<file path="src/rtl/ysyx_25020047_defs.sv">
// rtl/ysyx_25020047_defs.sv - shared inst_type encodings and LSU state encoding
// The one-hot type constants are shared with the decoder and WBU.
package ysyx_25020047_defs;

  localparam logic [31:0] ITYPE_LW  = 32'h0000_0020;
  localparam logic [31:0] ITYPE_LBU = 32'h0000_0040;
  localparam logic [31:0] ITYPE_SW  = 32'h0000_0080;
  localparam logic [31:0] ITYPE_SB  = 32'h0000_0100;

  typedef enum logic [1:0] {
    S_IDLE = 2'd0,
    S_REQ  = 2'd1,
    S_WAIT = 2'd2,
    S_DONE = 2'd3
  } lsu_state_e;

  function automatic logic is_mem(input logic [31:0] itype);
    return (itype == ITYPE_LW) || (itype == ITYPE_LBU) ||
           (itype == ITYPE_SW) || (itype == ITYPE_SB);
  endfunction

endpackage

</file>
<file path="src/rtl/ysyx_25020047_lsu_lane.sv">
// rtl/ysyx_25020047_lsu_lane.sv - byte-lane mask/wdata generation and load extraction
// Purely combinational; the request side sees the incoming instruction, the load side the latched one.
module ysyx_25020047_lsu_lane
  import ysyx_25020047_defs::*;
(
  input  logic [31:0] req_itype,
  input  logic [1:0]  req_off,
  input  logic [31:0] req_sdata,
  output logic        req_wen,
  output logic [3:0]  req_wmask,
  output logic [31:0] req_wdata,
  input  logic [31:0] ld_itype,
  input  logic [1:0]  ld_off,
  input  logic [31:0] rdata,
  output logic [31:0] ld_data
);

  always_comb begin
    req_wen   = 1'b0;
    req_wmask = 4'hF;
    req_wdata = '0;
    if (req_itype == ITYPE_SB) begin
      req_wen   = 1'b1;
      req_wmask = 4'b0001 << req_off;
      req_wdata = {4{req_sdata[7:0]}};
    end else if (req_itype == ITYPE_SW) begin
      req_wen   = 1'b1;
      req_wdata = req_sdata;
    end
  end

  // Stores and anything else return zero so write-back never sees stale bus data.
  always_comb begin
    ld_data = '0;
    if (ld_itype == ITYPE_LW) begin
      ld_data = rdata;
    end else if (ld_itype == ITYPE_LBU) begin
      case (ld_off)
        2'd0:    ld_data = {24'b0, rdata[7:0]};
        2'd1:    ld_data = {24'b0, rdata[15:8]};
        2'd2:    ld_data = {24'b0, rdata[23:16]};
        default: ld_data = {24'b0, rdata[31:24]};
      endcase
    end
  end

endmodule

</file>
<file path="src/rtl/ysyx_25020047_lsu.sv">
// rtl/ysyx_25020047_lsu.sv - non-pipelined load/store unit between EXU and WBU
// Optional LSU_MISALIGN_CHECK_EN adds lsu_err and traps misaligned lw/sw without a memory access.
module ysyx_25020047_lsu
  import ysyx_25020047_defs::*;
#(
  parameter int ADDR_W = 32,
  parameter int DATA_W = 32
) (
  input  logic              clk,
  input  logic              rst_n,
  input  logic              in_valid,
  output logic              in_ready,
  input  logic [31:0]       inst_type,
  input  logic [ADDR_W-1:0] addr,
  input  logic [DATA_W-1:0] store_data,
  output logic              mem_req_valid,
  input  logic              mem_req_ready,
  output logic [ADDR_W-1:0] mem_addr,
  output logic              mem_wen,
  output logic [DATA_W-1:0] mem_wdata,
  output logic [3:0]        mem_wmask,
  input  logic              mem_resp_valid,
  input  logic [DATA_W-1:0] mem_rdata,
`ifdef LSU_MISALIGN_CHECK_EN
  output logic              lsu_err,
`endif
  output logic              out_valid,
  input  logic              out_ready,
  output logic [DATA_W-1:0] memdata
);

  lsu_state_e        state_q, state_d;
  logic [31:0]       itype_q, itype_d;
  logic [1:0]        off_q, off_d;
  logic              mem_req_valid_q, mem_req_valid_d;
  logic [ADDR_W-1:0] mem_addr_q, mem_addr_d;
  logic              mem_wen_q, mem_wen_d;
  logic [DATA_W-1:0] mem_wdata_q, mem_wdata_d;
  logic [3:0]        mem_wmask_q, mem_wmask_d;
  logic              out_valid_q, out_valid_d;
  logic [DATA_W-1:0] memdata_q, memdata_d;
`ifdef LSU_MISALIGN_CHECK_EN
  logic              lsu_err_q, lsu_err_d;
`endif

  logic              req_wen;
  logic [3:0]        req_wmask;
  logic [31:0]       req_wdata;
  logic [31:0]       ld_data;
  logic              misalign;

  ysyx_25020047_lsu_lane u_lane (
    .req_itype (inst_type),
    .req_off   (addr[1:0]),
    .req_sdata (store_data),
    .req_wen   (req_wen),
    .req_wmask (req_wmask),
    .req_wdata (req_wdata),
    .ld_itype  (itype_q),
    .ld_off    (off_q),
    .rdata     (mem_rdata),
    .ld_data   (ld_data)
  );

`ifdef LSU_MISALIGN_CHECK_EN
  assign misalign = ((inst_type == ITYPE_LW) || (inst_type == ITYPE_SW)) && (addr[1:0] != 2'b00);
`else
  assign misalign = 1'b0;
`endif

  always_comb begin
    state_d         = state_q;
    itype_d         = itype_q;
    off_d           = off_q;
    mem_req_valid_d = mem_req_valid_q;
    mem_addr_d      = mem_addr_q;
    mem_wen_d       = mem_wen_q;
    mem_wdata_d     = mem_wdata_q;
    mem_wmask_d     = mem_wmask_q;
    out_valid_d     = out_valid_q;
    memdata_d       = memdata_q;
`ifdef LSU_MISALIGN_CHECK_EN
    lsu_err_d       = lsu_err_q;
`endif
    case (state_q)
      S_IDLE: begin
        if (in_valid) begin
          itype_d = inst_type;
          off_d   = addr[1:0];
          if (is_mem(inst_type) && !misalign) begin
            state_d         = S_REQ;
            mem_req_valid_d = 1'b1;
            mem_addr_d      = {addr[ADDR_W-1:2], 2'b00};
            mem_wen_d       = req_wen;
            mem_wdata_d     = req_wdata;
            mem_wmask_d     = req_wmask;
          end else begin
            state_d     = S_DONE;
            out_valid_d = 1'b1;
            memdata_d   = '0;
`ifdef LSU_MISALIGN_CHECK_EN
            lsu_err_d   = misalign;
`endif
          end
        end
      end
      S_REQ: begin
        if (mem_req_ready) begin
          mem_req_valid_d = 1'b0;
          // A response in the acceptance cycle completes the access immediately.
          if (mem_resp_valid) begin
            state_d     = S_DONE;
            out_valid_d = 1'b1;
            memdata_d   = ld_data;
          end else begin
            state_d = S_WAIT;
          end
        end
      end
      S_WAIT: begin
        if (mem_resp_valid) begin
          state_d     = S_DONE;
          out_valid_d = 1'b1;
          memdata_d   = ld_data;
        end
      end
      S_DONE: begin
        if (out_ready) begin
          state_d     = S_IDLE;
          out_valid_d = 1'b0;
`ifdef LSU_MISALIGN_CHECK_EN
          lsu_err_d   = 1'b0;
`endif
        end
      end
      default: state_d = S_IDLE;
    endcase
  end

  always_ff @(posedge clk or negedge rst_n) begin
    if (!rst_n) begin
      state_q         <= S_IDLE;
      itype_q         <= '0;
      off_q           <= '0;
      mem_req_valid_q <= 1'b0;
      mem_addr_q      <= '0;
      mem_wen_q       <= 1'b0;
      mem_wdata_q     <= '0;
      mem_wmask_q     <= '0;
      out_valid_q     <= 1'b0;
      memdata_q       <= '0;
`ifdef LSU_MISALIGN_CHECK_EN
      lsu_err_q       <= 1'b0;
`endif
    end else begin
      state_q         <= state_d;
      itype_q         <= itype_d;
      off_q           <= off_d;
      mem_req_valid_q <= mem_req_valid_d;
      mem_addr_q      <= mem_addr_d;
      mem_wen_q       <= mem_wen_d;
      mem_wdata_q     <= mem_wdata_d;
      mem_wmask_q     <= mem_wmask_d;
      out_valid_q     <= out_valid_d;
      memdata_q       <= memdata_d;
`ifdef LSU_MISALIGN_CHECK_EN
      lsu_err_q       <= lsu_err_d;
`endif
    end
  end

  assign in_ready      = (state_q == S_IDLE);
  assign mem_req_valid = mem_req_valid_q;
  assign mem_addr      = mem_addr_q;
  assign mem_wen       = mem_wen_q;
  assign mem_wdata     = mem_wdata_q;
  assign mem_wmask     = mem_wmask_q;
  assign out_valid     = out_valid_q;
  assign memdata       = memdata_q;
`ifdef LSU_MISALIGN_CHECK_EN
  assign lsu_err       = lsu_err_q;
`endif

endmodule

</file>
<file path="config.mk">
export PLATFORM = sky130hd
export DESIGN_NAME = ysyx_25020047_lsu
export DESIGN_NICKNAME = d
export VERILOG_FILES = /design/src/rtl/ysyx_25020047_defs.sv /design/src/rtl/ysyx_25020047_lsu_lane.sv /design/src/rtl/ysyx_25020047_lsu.sv
export SDC_FILE = /design/constraint.sdc
export NUM_CORES = 1
export LEC_CHECK = 0
export ABC_AREA = 1
export ABC_CLOCK_PERIOD_IN_PS = 1650
export BUFFER_PORTS_ARGS = -buffer_cell sky130_fd_sc_hd__buf_2
export CORE_MARGIN = 3
export CORE_UTILIZATION = 36
export CTS_BUF_LIST = sky130_fd_sc_hd__clkbuf_4
export DETAILED_ROUTE_END_ITERATION = 8
export PLACE_DENSITY_LB_ADDON = 0.08
export SLEW_MARGIN = 5
export SYNTH_ARGS = -nofsm -noshare
export SYNTH_HDL_FRONTEND = slang
export SYNTH_SLANG_ARGS = --single-unit
export TNS_END_PERCENT = 20
</file>
<file path="constraint.sdc">
create_clock -name clk -period 1.65 [get_ports clk]
set_input_delay 0.0825 -clock clk [delete_from_list [all_inputs] [get_ports clk]]
set_output_delay 0.0825 -clock clk [all_outputs]
set_load 0.05 [all_outputs]
</file>
==> qor.yml, run 1 <==
die:
  ios: 238
  die_h_um: 142
  coreArea_um2: 18000
  die_area_um2: 20100
  die_x_um: 142
  rows: 49
  start_util_pct: 36.9
logic_synthesis:
  syn_area_um2: 6650
  avgSynthCellArea_um2: 7.84
  synth.yosys.seq_area_share_pct: 51.6
  ys_types: 32
  synth-seq-cells: 137
  ys_warn_count: 0
  syn_inst: 848
pwr:
  ir_drop_mv: 0.598
  swShare_pct: 38.3
  clkPwrFrac_pct: 20.8
  p_leak_nw: 5.41
  p_seq_share_pct: 41.8
  p_comb_share_pct: 37.4
  power_switching_mw: 3.72
  p_int_mw: 6.00
  p_total_mw: 9.72
  powerDensity_nw_per_um2: 981
timing:
  slew_viol_final: 0
  fin_crit_ns: 1.67
  clock_skew_ns: 0.0217
  final_hold_viol_count: 0
  finalCritPeriodShare_pct: 101
  rsz0062_at_grt: "yes"
  setup_viol: 6
  setup_ws_ns: -0.0182
  clock.fmax_ghz: 0.599
global_route:
  grt_pass1_wl_um: 33000
  grt-ovfl-total: 0
  antenna_found_initial: 1
  grt_max_degree: 69
  grt_pass1_vias: 6558
  track_usage_pct: 20.5
critical_path:
  startpoint_type: "primary input"
  slowest_stage: "dlygate4sd3_1"
  critPathMaxFanout: 30
  cp-end-kind: "flip-flop"
  cp_num_buf_inv: 4
  critPathRequiredTime_ns: 2.12
  crit_family: "simple AND/OR/NAND/NOR gates"
  crit_arrival_ns: 2.13
  cpPeakStageDelay_ns: 0.52
  path_cells: "dlygate4sd3_1, buf_2, inv_1, nand2_1, nor2_1, nand2_1, nor2_4, nand2_4, nand3_2, nand2_2, nor2_2, buf_12, nand2_1, nand2_1"
  crit_type: "primary input to flip-flop"
  crit_path_frequent_cell: "nand2_1"
route:
  dr.pass1.iters: 5
  drcViolationCount: 0
  wl_per_cell_um: 14.2
  drt_wl_total_um: 20900
  vias: 6808
  postRouteAntennaNets: 0
  avgViaCountPerCell: 4.63
  drtIter0Drc: 420
finish:
  final_common_cell: "nand2_1"
  filler_cell_count: 1729
  final_util_pct: 55.0
  fin_nets: 1368
  area_growth_pct: 49.2
  drive_gt1_share_pct: 27.8
  mostFrequentLayoutCells: "nand2_1 (350), buf_2 (233), dfrtp_1 (137), dlygate4sd3_1 (132), nand3_1 (68)"
  postLayoutCellArea_um2: 9920
clock_tree:
  cts_buffers: 17
  clock_latency_ns: 0.54
  post_cts_buffers: 0
  clock_tree.root_cell: "clkbuf_4"
  ctsHtreeMaxLevel: 4
  cts.sinks: 137
  cts_tree: "built"
  clk_pin_slew_ns: 0.13
  clockBufferDepth: 2
flow_run:
  max_cap_violations: 0
placed_design:
  place_hpwl_um: 14000
  port_buffers: 235
  globalplace.congestion: 0.815
  postPlaceCellArea_um2: 8200
run_status:
  status: "complete, but fails checks"
  violations: "negative setup slack"
worst_hold_path:
  hold_path_class: "primary input to flip-flop"
==> final cells by class <==
class | count | area [um2] | area share [%]
inverter | 65 | 244 | 2.46
multi-input combinational | 606 | 2790 | 28.1
timing repair buffer | 402 | 2920 | 29.5
clock inverter | 13 | 105 | 1.06
antenna | 2 | 5.00 | 0.0505
clock buffer | 18 | 135 | 1.36
sequential | 137 | 3430 | 34.6
tap | 229 | 287 | 2.89
==> power by group through the flow <==
stage	Combinational, mW	Clock, mW	Sequential, mW
2_1_floorplan	2.08	0	4.16
3_3_place_gp	3.19	0	4.11
3_5_place_dp	3.17	0	4.12
4_1_cts	3.48	2.14	4.06
5_1_grt	4.11	2.24	4.14
6_report	3.64	2.02	4.06
==> synthesized netlist by cell type (all sizes together) <==
cell type | n | area [um2]
a211oi | 1 | 7.51
clkbuf | 15 | 56.3
nor2 | 40 | 178
o21ai | 92 | 460
inv | 65 | 244
or2 | 1 | 6.26
a21oi | 10 | 53.8
and2 | 2 | 15.0
o22ai | 2 | 12.5
ha | 5 | 62.6
nand2 | 357 | 1350
buf | 27 | 235
nand3 | 76 | 410
nand4 | 14 | 93.8
conb | 1 | 3.75
o21a | 1 | 7.51
nor3 | 2 | 20.0
dfrtp | 137 | 3430
==> metrics by stage <==
stage | hold WS, ns | TNS (ns) | cells | worst slack, ns
floorplan | -0.213 | -1.38 | 849 | -0.0438
global placement | 0.0180 | -0.00152 | 1305 | -0.00152
detailed placement | 0.0210 | -0.0915 | 1305 | -0.0203
CTS | 0.0105 | 0 | 1469 | 0.00335
global route | 0.0195 | -4.59 | 1472 | -0.0993
finish | 0.0454 | -0.0557 | 1472 | -0.0182
==> per-layer routing <==
metal | global-route usage [%] | vias to the layer above | wire length (um)
li1 | - | 3456 | -
met1 | 28.1 | 3126 | 9540
met2 | 33.7 | 210 | 9940
met3 | 3.67 | 16 | 1150
met4 | 5.10 | 0 | 227
met5 | 0 | - | 0
==> worst register-to-register path, stage by stage, from the launching register on <==
cell and delay, ns:
dfrtp_1 0.43, ha_1 0.23, inv_2 0.07, o22ai_2 0.08, a211oi_2 0.23, nand2_4 0.14, buf_12 0.19, nand2_1 0.07
o21ai_0 0.08
==> worst paths after layout <==
kind                          startpoint             to  slack, ns  cells after the start
hold / removal                  in_valid        mem_wen       0.05                      5
setup / recovery           inst_type[25]   mem_addr[31]      -0.02                     14
max in group asynchronous          rst_n  mem_wdata[24]       1.25                      3
min in group asynchronous          rst_n    memdata[27]       0.09                      3
hold reg to reg            mem_wdata[11]  mem_wdata[11]       0.47                      2
setup reg to reg              state_q[0]    memdata[31]       0.06                      8
==> flip-flops by register name, indices dropped and copies added, names as in the netlist <==
register,cells
mem_wdata,32
mem_wmask,4
itype_q,32
memdata,32
state_q,2
mem_addr,30
out_valid,1
mem_wen,1
off_q,2
mem_req_valid,1
==> cells by family after synthesis <==
| family | after synthesis | share of synthesized area [%] |
|---|---|---|
| flip-flops | 137 | 51.6 |
| AO/OA/AOI/OAI | 106 | 8.15 |
| adder cells (fa/ha/maj) | 5 | 0.941 |
| AND/OR/NAND/NOR | 492 | 31.2 |
| buffers and inverters | 107 | 8.06 |
| other | 1 | 0.0564 |
==> repair_timing <==
item                       CTS  global route
hold endpoints to repair   273             0
hold buffers               133             0
setup endpoints to repair   28           102
cloned                       0             1
pin swaps                    1             5
gates resized for setup      7            35
(Power assumes the default switching activity.)
==> run 2, diff against run 1 <==
Settings changed: CORE_UTILIZATION 36 to 47.
==> run 2 against run 1 <==
- the flow still finishes with violations (negative setup slack)
- clock skew about the same
- routed wire length up 6.0%
- maximum frequency down 8.1%
- sequential power about the same
- largest cell class unchanged
- clock power down 2%
- highest routed layer unchanged
- worst hold slack better by 0.21 ns
- cell count down 2.4%
- largest power group is now combinational logic
==> qor.yml, run 2 (synthesized netlist as in run 1, its figures left out) <==
run_status:
  status: "complete, but fails checks"
  violations: "negative setup slack"
pwr:
  p_total_mw: 10.7
  clkPwrFrac_pct: 18.5
  p_leak_nw: 5.63
  swShare_pct: 38.7
  powerDensity_nw_per_um2: 1040
  p_comb_share_pct: 43.5
  power_switching_mw: 4.15
  ir_drop_mv: 0.706
  p_seq_share_pct: 37.9
  p_int_mw: 6.56
die:
  coreArea_um2: 13600
  ios: 238
  die_h_um: 125
  rows: 42
  die_area_um2: 15600
  start_util_pct: 49.0
  die_x_um: 125
placed_design:
  numPlacedInstances: 1249
  place_hpwl_um: 13300
  port_buffers: 235
  dp_slack_ns: 0.0239
  postPlaceCellArea_um2: 8100
  globalplace.congestion: 0.870
global_route:
  grt_max_degree: 68
  gr-usage-met3_pct: 6.17
  grt-ovfl-total: 0
  grt_use_met1_pct: 33.4
  track_usage_pct: 25.7
  antenna_found_initial: 0
  grt_pass1_wl_um: 32700
  grt_pass1_vias: 6687
  use_met2_pct: 42.4
  busiest_layer: "met2"
finish:
  filler_cell_count: 1004
  area_growth_pct: 55.0
  final_util_pct: 76.0
  fin_nets: 1386
  drive_gt1_share_pct: 31.7
  postLayoutCellArea_um2: 10300
  final_common_cell: "nand2_1"
  mostFrequentLayoutCells: "nand2_1 (317), buf_2 (233), dfrtp_1 (137), dlygate4sd3_1 (134), nand3_1 (70)"
  diodes: 0
  fin_cells: 1436
critical_path:
  cpPeakStageDelay_ns: 0.43
  crit_arrival_ns: 2.28
  startpoint_type: "flip-flop"
  slowest_stage: "dfrtp_1"
  critPathMaxFanout: 9
  crit_path_frequent_cell: "buf_6"
  path_cells: "buf_6, buf_6, ha_4, a211oi_4, nand2_4, clkbuf_16, o21ai_1"
  critPathRequiredTime_ns: 2.12
  reg2reg_from: "state_q[0]"
  crit_type: "flip-flop to flip-flop"
  cp-end-kind: "flip-flop"
  cp-startpoint: "state_q[0]"
timing:
  setup_viol: 64
  clock_skew_ns: 0.0212
  fin_hold_ws_ns: 0.258
  slew_viol_final: 0
  finalCritPeriodShare_pct: 110
  fin_crit_ns: 1.82
  clock.fmax_ghz: 0.551
  rsz0062_at_grt: "yes"
  final_hold_viol_count: 0
  tns_ns: -3.12
  setup_ws_ns: -0.166
route:
  drtIter0Drc: 667
  wl_per_cell_um: 15.4
  vias: 7278
  drcViolationCount: 0
  drt_wl_total_um: 22100
  postRouteAntennaNets: 0
  dr.pass1.iters: 6
  avgViaCountPerCell: 5.07
clock_tree:
  clock_tree.root_cell: "clkbuf_4"
  clock_latency_ns: 0.55
  cts.sinks: 137
  clk_pin_slew_ns: 0.12
  cts_buffers: 17
  clockBufferDepth: 2
  cts_tree: "built"
  ctsHtreeMaxLevel: 4
worst_hold_path:
  min_from: "addr[17]"
  hold_path_class: "primary input to flip-flop"
flow_run:
  max_cap_violations: 0
-- run 2: critical path: cells and delay by family (launching register included) --
| family | cells | cell delay (ns) |
|---|---|---|
| compound gates | 2 | 0.50 |
| buf+inv | 3 | 0.47 |
| flops | 1 | 0.43 |
| simple gates | 1 | 0.19 |
| fa+ha+maj | 1 | 0.16 |
-- run 2: worst paths after layout --
check	endpoint	slack, ns	depth (start not counted)
max	memdata[20]	-0.17	7
min	mem_addr[17]	0.26	4
max reg2reg	memdata[20]	-0.17	7
min reg2reg	mem_addr[11]	0.48	2
max in group asynchronous	itype_q[6]	0.68	4
min in group asynchronous	off_q[0]	0.47	3
-- run 2: routing by layer --
metal,vias to the layer above,share of wire [%]
met2,372,49
met3,72,7.7
met4,0,3.3
met5,-,0
li1,3486,-
met1,3348,40
-- run 2: timing repair --
action                                 4_1_cts  5_1_grt
endpoints found under the hold margin      273        2
pin swaps                                    1       27
cloned                                       0       12
buffers inserted                             2        4
hold buffers                               135        2
resized for setup                           13       86
setup endpoints to repair                    1       78
-- run 2: area by class of cell --
class                      instances  area [um2]  area share [%]
clock buffer                      18         135            1.31
clock inverter                    14         109            1.06
inverter                          65         244            2.37
multi-input combinational        607        2970            28.8
sequential                       137        3430            33.3
tap                              176         220            2.14
timing repair buffer             419        3200            31.0
-- run 2: power groups by stage --
stage / registers, mW / logic [mW] / clock network (mW)
5_1_grt: 4.11 / 5.00 / 2.19
6_report: 4.06 / 4.66 / 1.98
2_1_floorplan: 4.16 / 2.08 / 0
3_5_place_dp: 4.12 / 3.06 / 0
3_3_place_gp: 4.11 / 3.03 / 0
4_1_cts: 4.06 / 3.48 / 2.02
==> run 3, diff against run 2 <==
Settings changed: ABC_AREA 1 to default, CORE_UTILIZATION 47 to 46.
==> run 3 against run 2 <==
- the flow still finishes with violations (negative setup slack)
- power decreased by 3.9%
- sequential power increased by 3%
- routed wire length decreased by 9.5%
- critical path depth decreased by 2
- critical path type unchanged
- highest routed layer unchanged
==> qor.yml, run 3 <==
run_status:
  status: "complete, but fails checks"
  violations: "negative setup slack"
logic_synthesis:
  synth_xor_area_share_pct: 0.143
  avgSynthCellArea_um2: 12.6
  synth.area.mux_share_pct: 14.9
  synth_most_common_cell: "dfrtp_1"
  ys_types: 45
  ys_warn_count: 0
  synth_compound_area_share_pct: 17.0
  synth-adder-area-share_pct: 1.02
  synth_ff_type: "dfrtp_1"
  synth.top_cell.area_share_pct: 56.1
  synth-seq-cells: 137
  async_flop_share_pct: 100
  synth_edf_count: 0
  yosys.area.top_type: "dfrtp_1"
  syn_inst: 486
  ys_top_cells_by_area: "dfrtp_1 (56%), mux2_2 (11%), o31ai_1 (3.9%), o2bb2ai_1 (3.4%), mux4_2 (2.9%)"
  synth-simple-area-share_pct: 5.67
  synth_commonest_cells: "dfrtp_1 (137), mux2_2 (62), o21ai_0 (35)"
  synth.yosys.seq_area_share_pct: 56.1
  synth_top_family_by_area: "compound AO/OA/AOI/OAI gates"
  syn_area_um2: 6110
global_route:
  grt_pass1_vias: 6232
  grt-ovfl-total: 0
  track_usage_pct: 27.0
  grt_pass1_wl_um: 31100
  grt_max_degree: 45
  antenna_found_initial: 1
critical_path:
  reg2reg_from: "itype_q[22]"
  critPathRequiredTime_ns: 2.10
  cp-startpoint: "itype_q[22]"
  cp-end-kind: "flip-flop"
  startpoint_type: "flip-flop"
  critPathMaxFanout: 6
  crit_arrival_ns: 2.40
  crit_type: "flip-flop to flip-flop"
timing:
  clock.fmax_ghz: 0.514
  fin_hold_ws_ns: 0.114
  setup_ws_ns: -0.296
  final_hold_viol_count: 0
  setup_viol: 63
  slew_viol_final: 0
  clock_skew_ns: 0.0167
  max_slew_margin_pct: 61.7
  fin_crit_ns: 1.95
  rsz0062_at_grt: "yes"
  tightest_slew_ns: 0.572
  finalCritPeriodShare_pct: 118
placed_design:
  postPlaceCellArea_um2: 7890
  place_hpwl_um: 12100
  port_buffers: 235
  globalplace.congestion: 0.841
  dp_slack_ns: -0.367
finish:
  area_growth_pct: 63.1
  filler_cell_count: 793
  postLayoutCellArea_um2: 9960
  final_common_cell: "buf_2"
  mostFrequentLayoutCells: "buf_2 (233), dfrtp_1 (137), dlygate4sd3_1 (134), mux2_2 (58), buf_4 (48)"
  drive_gt1_share_pct: 49.5
  final_util_pct: 77.7
  seq_area_um2: 3430
  multi_input_area_um2: 2820
  fin_nets: 1042
die:
  die_h_um: 121
  die_area_um2: 14700
  start_util_pct: 47.6
  coreArea_um2: 12800
  rows: 41
  die_x_um: 121
  ios: 238
flow_run:
  max_cap_violations: 0
clock_tree:
  clock_tree.root_cell: "clkbuf_4"
  clock_latency_ns: 0.55
  clockBufferDepth: 2
  clk_pin_slew_ns: 0.11
  cts_tree: "built"
  cts_buffers: 17
  ctsHtreeMaxLevel: 4
  cts.sinks: 137
route:
  drt_wl_total_um: 20000
  wl_met2_um: 9860
  wl_met1_um: 7940
  avgViaCountPerCell: 5.42
  postRouteAntennaNets: 0
  drcViolationCount: 0
  dr.pass1.iters: 7
  routed-wl-met3_um: 1520
  drtIter0Drc: 458
  wl_per_cell_um: 18.4
  highest_layer: "met4"
  vias: 5902
pwr:
  p_leak_nw: 5.00
  p_total_mw: 10.3
  powerDensity_nw_per_um2: 1030
  ir_drop_mv: 0.875
worst_hold_path:
  hold_path_class: "primary input to flip-flop"
  min_from: "out_ready"
run 3: stage by stage:
stage                     TNS, ns  std cells
after CTS                   -7.73       1086
after floorplan            -24.16        487
after global placement     -24.94        915
final                       -9.45       1088
after detailed placement   -24.49        915
after global routing       -14.58       1088
run 3: cell families (layout without fill, tap and decap cells):
kind of cell	Yosys count	after routing
muxes	73	73
DFF	137	137
adders and majority gates	5	5
AOI/OAI and AO/OA	148	148
other	1	3
buffers and inverters	64	489
xor gates and xnor gates	1	1
and+or+nand+nor	57	60
run 3: area by class of cell:
| class | instances | share of cell area (%) |
|---|---|---|
| multi-input cells | 289 | 28.3 |
| clock buffers | 18 | 1.36 |
| clock inverters | 13 | 1.32 |
| diodes | 1 | 0.0251 |
| inverters | 30 | 1.13 |
| well taps | 172 | 2.16 |
| flip-flops and latches | 137 | 34.4 |
| repair buffers | 428 | 31.2 |
run 3: where the power goes:
group,switching [mW],total (mW),internal [mW],leakage (nW)
clock network,1.24,2.13,0.889,0.127
registers,0.353,4.17,3.82,1.83
logic,1.99,3.98,1.99,3.04
total,3.58,10.3,6.70,5.00
run 3: final timing paths:
| check | cells after the start | slack, ns | end |
|---|---|---|---|
| max in group asynchronous | 4 | 0.41 | itype_q[7] |
| setup / recovery | 5 | -0.30 | memdata[18] |
| setup reg to reg | 5 | -0.30 | memdata[18] |
| min in group asynchronous | 3 | 0.57 | mem_addr[26] |
| hold reg to reg | 1 | 0.49 | mem_wen |
| hold / removal | 6 | 0.11 | state_q[0] |
run 3: metal layers:
| layer | vias up | global-route usage [%] |
|---|---|---|
| met1 | 2880 | 33.5 |
| met4 | 0 | 12.5 |
| li1 | 2656 | - |
| met3 | 64 | 7.51 |
| met5 | - | 0 |
| met2 | 302 | 43.9 |
run 3: timing repair:
item / 4_1_cts / 5_1_grt
resized for setup: 32 / 52
pin swaps: 5 / 3
endpoints found under the setup margin: 66 / 106
hold endpoints to repair: 271 / 0
setup buffers: 1 / 0
cloned: 4 / 1
hold buffers: 135 / 0
run 3: critical path, stage by stage, from the launching register on:
cell and delay (ns):
dfrtp_1 0.40, or4_4 0.55, nor4_4 0.21, nand4_4 0.19
nand2b_4 0.28, o31ai_2 0.24
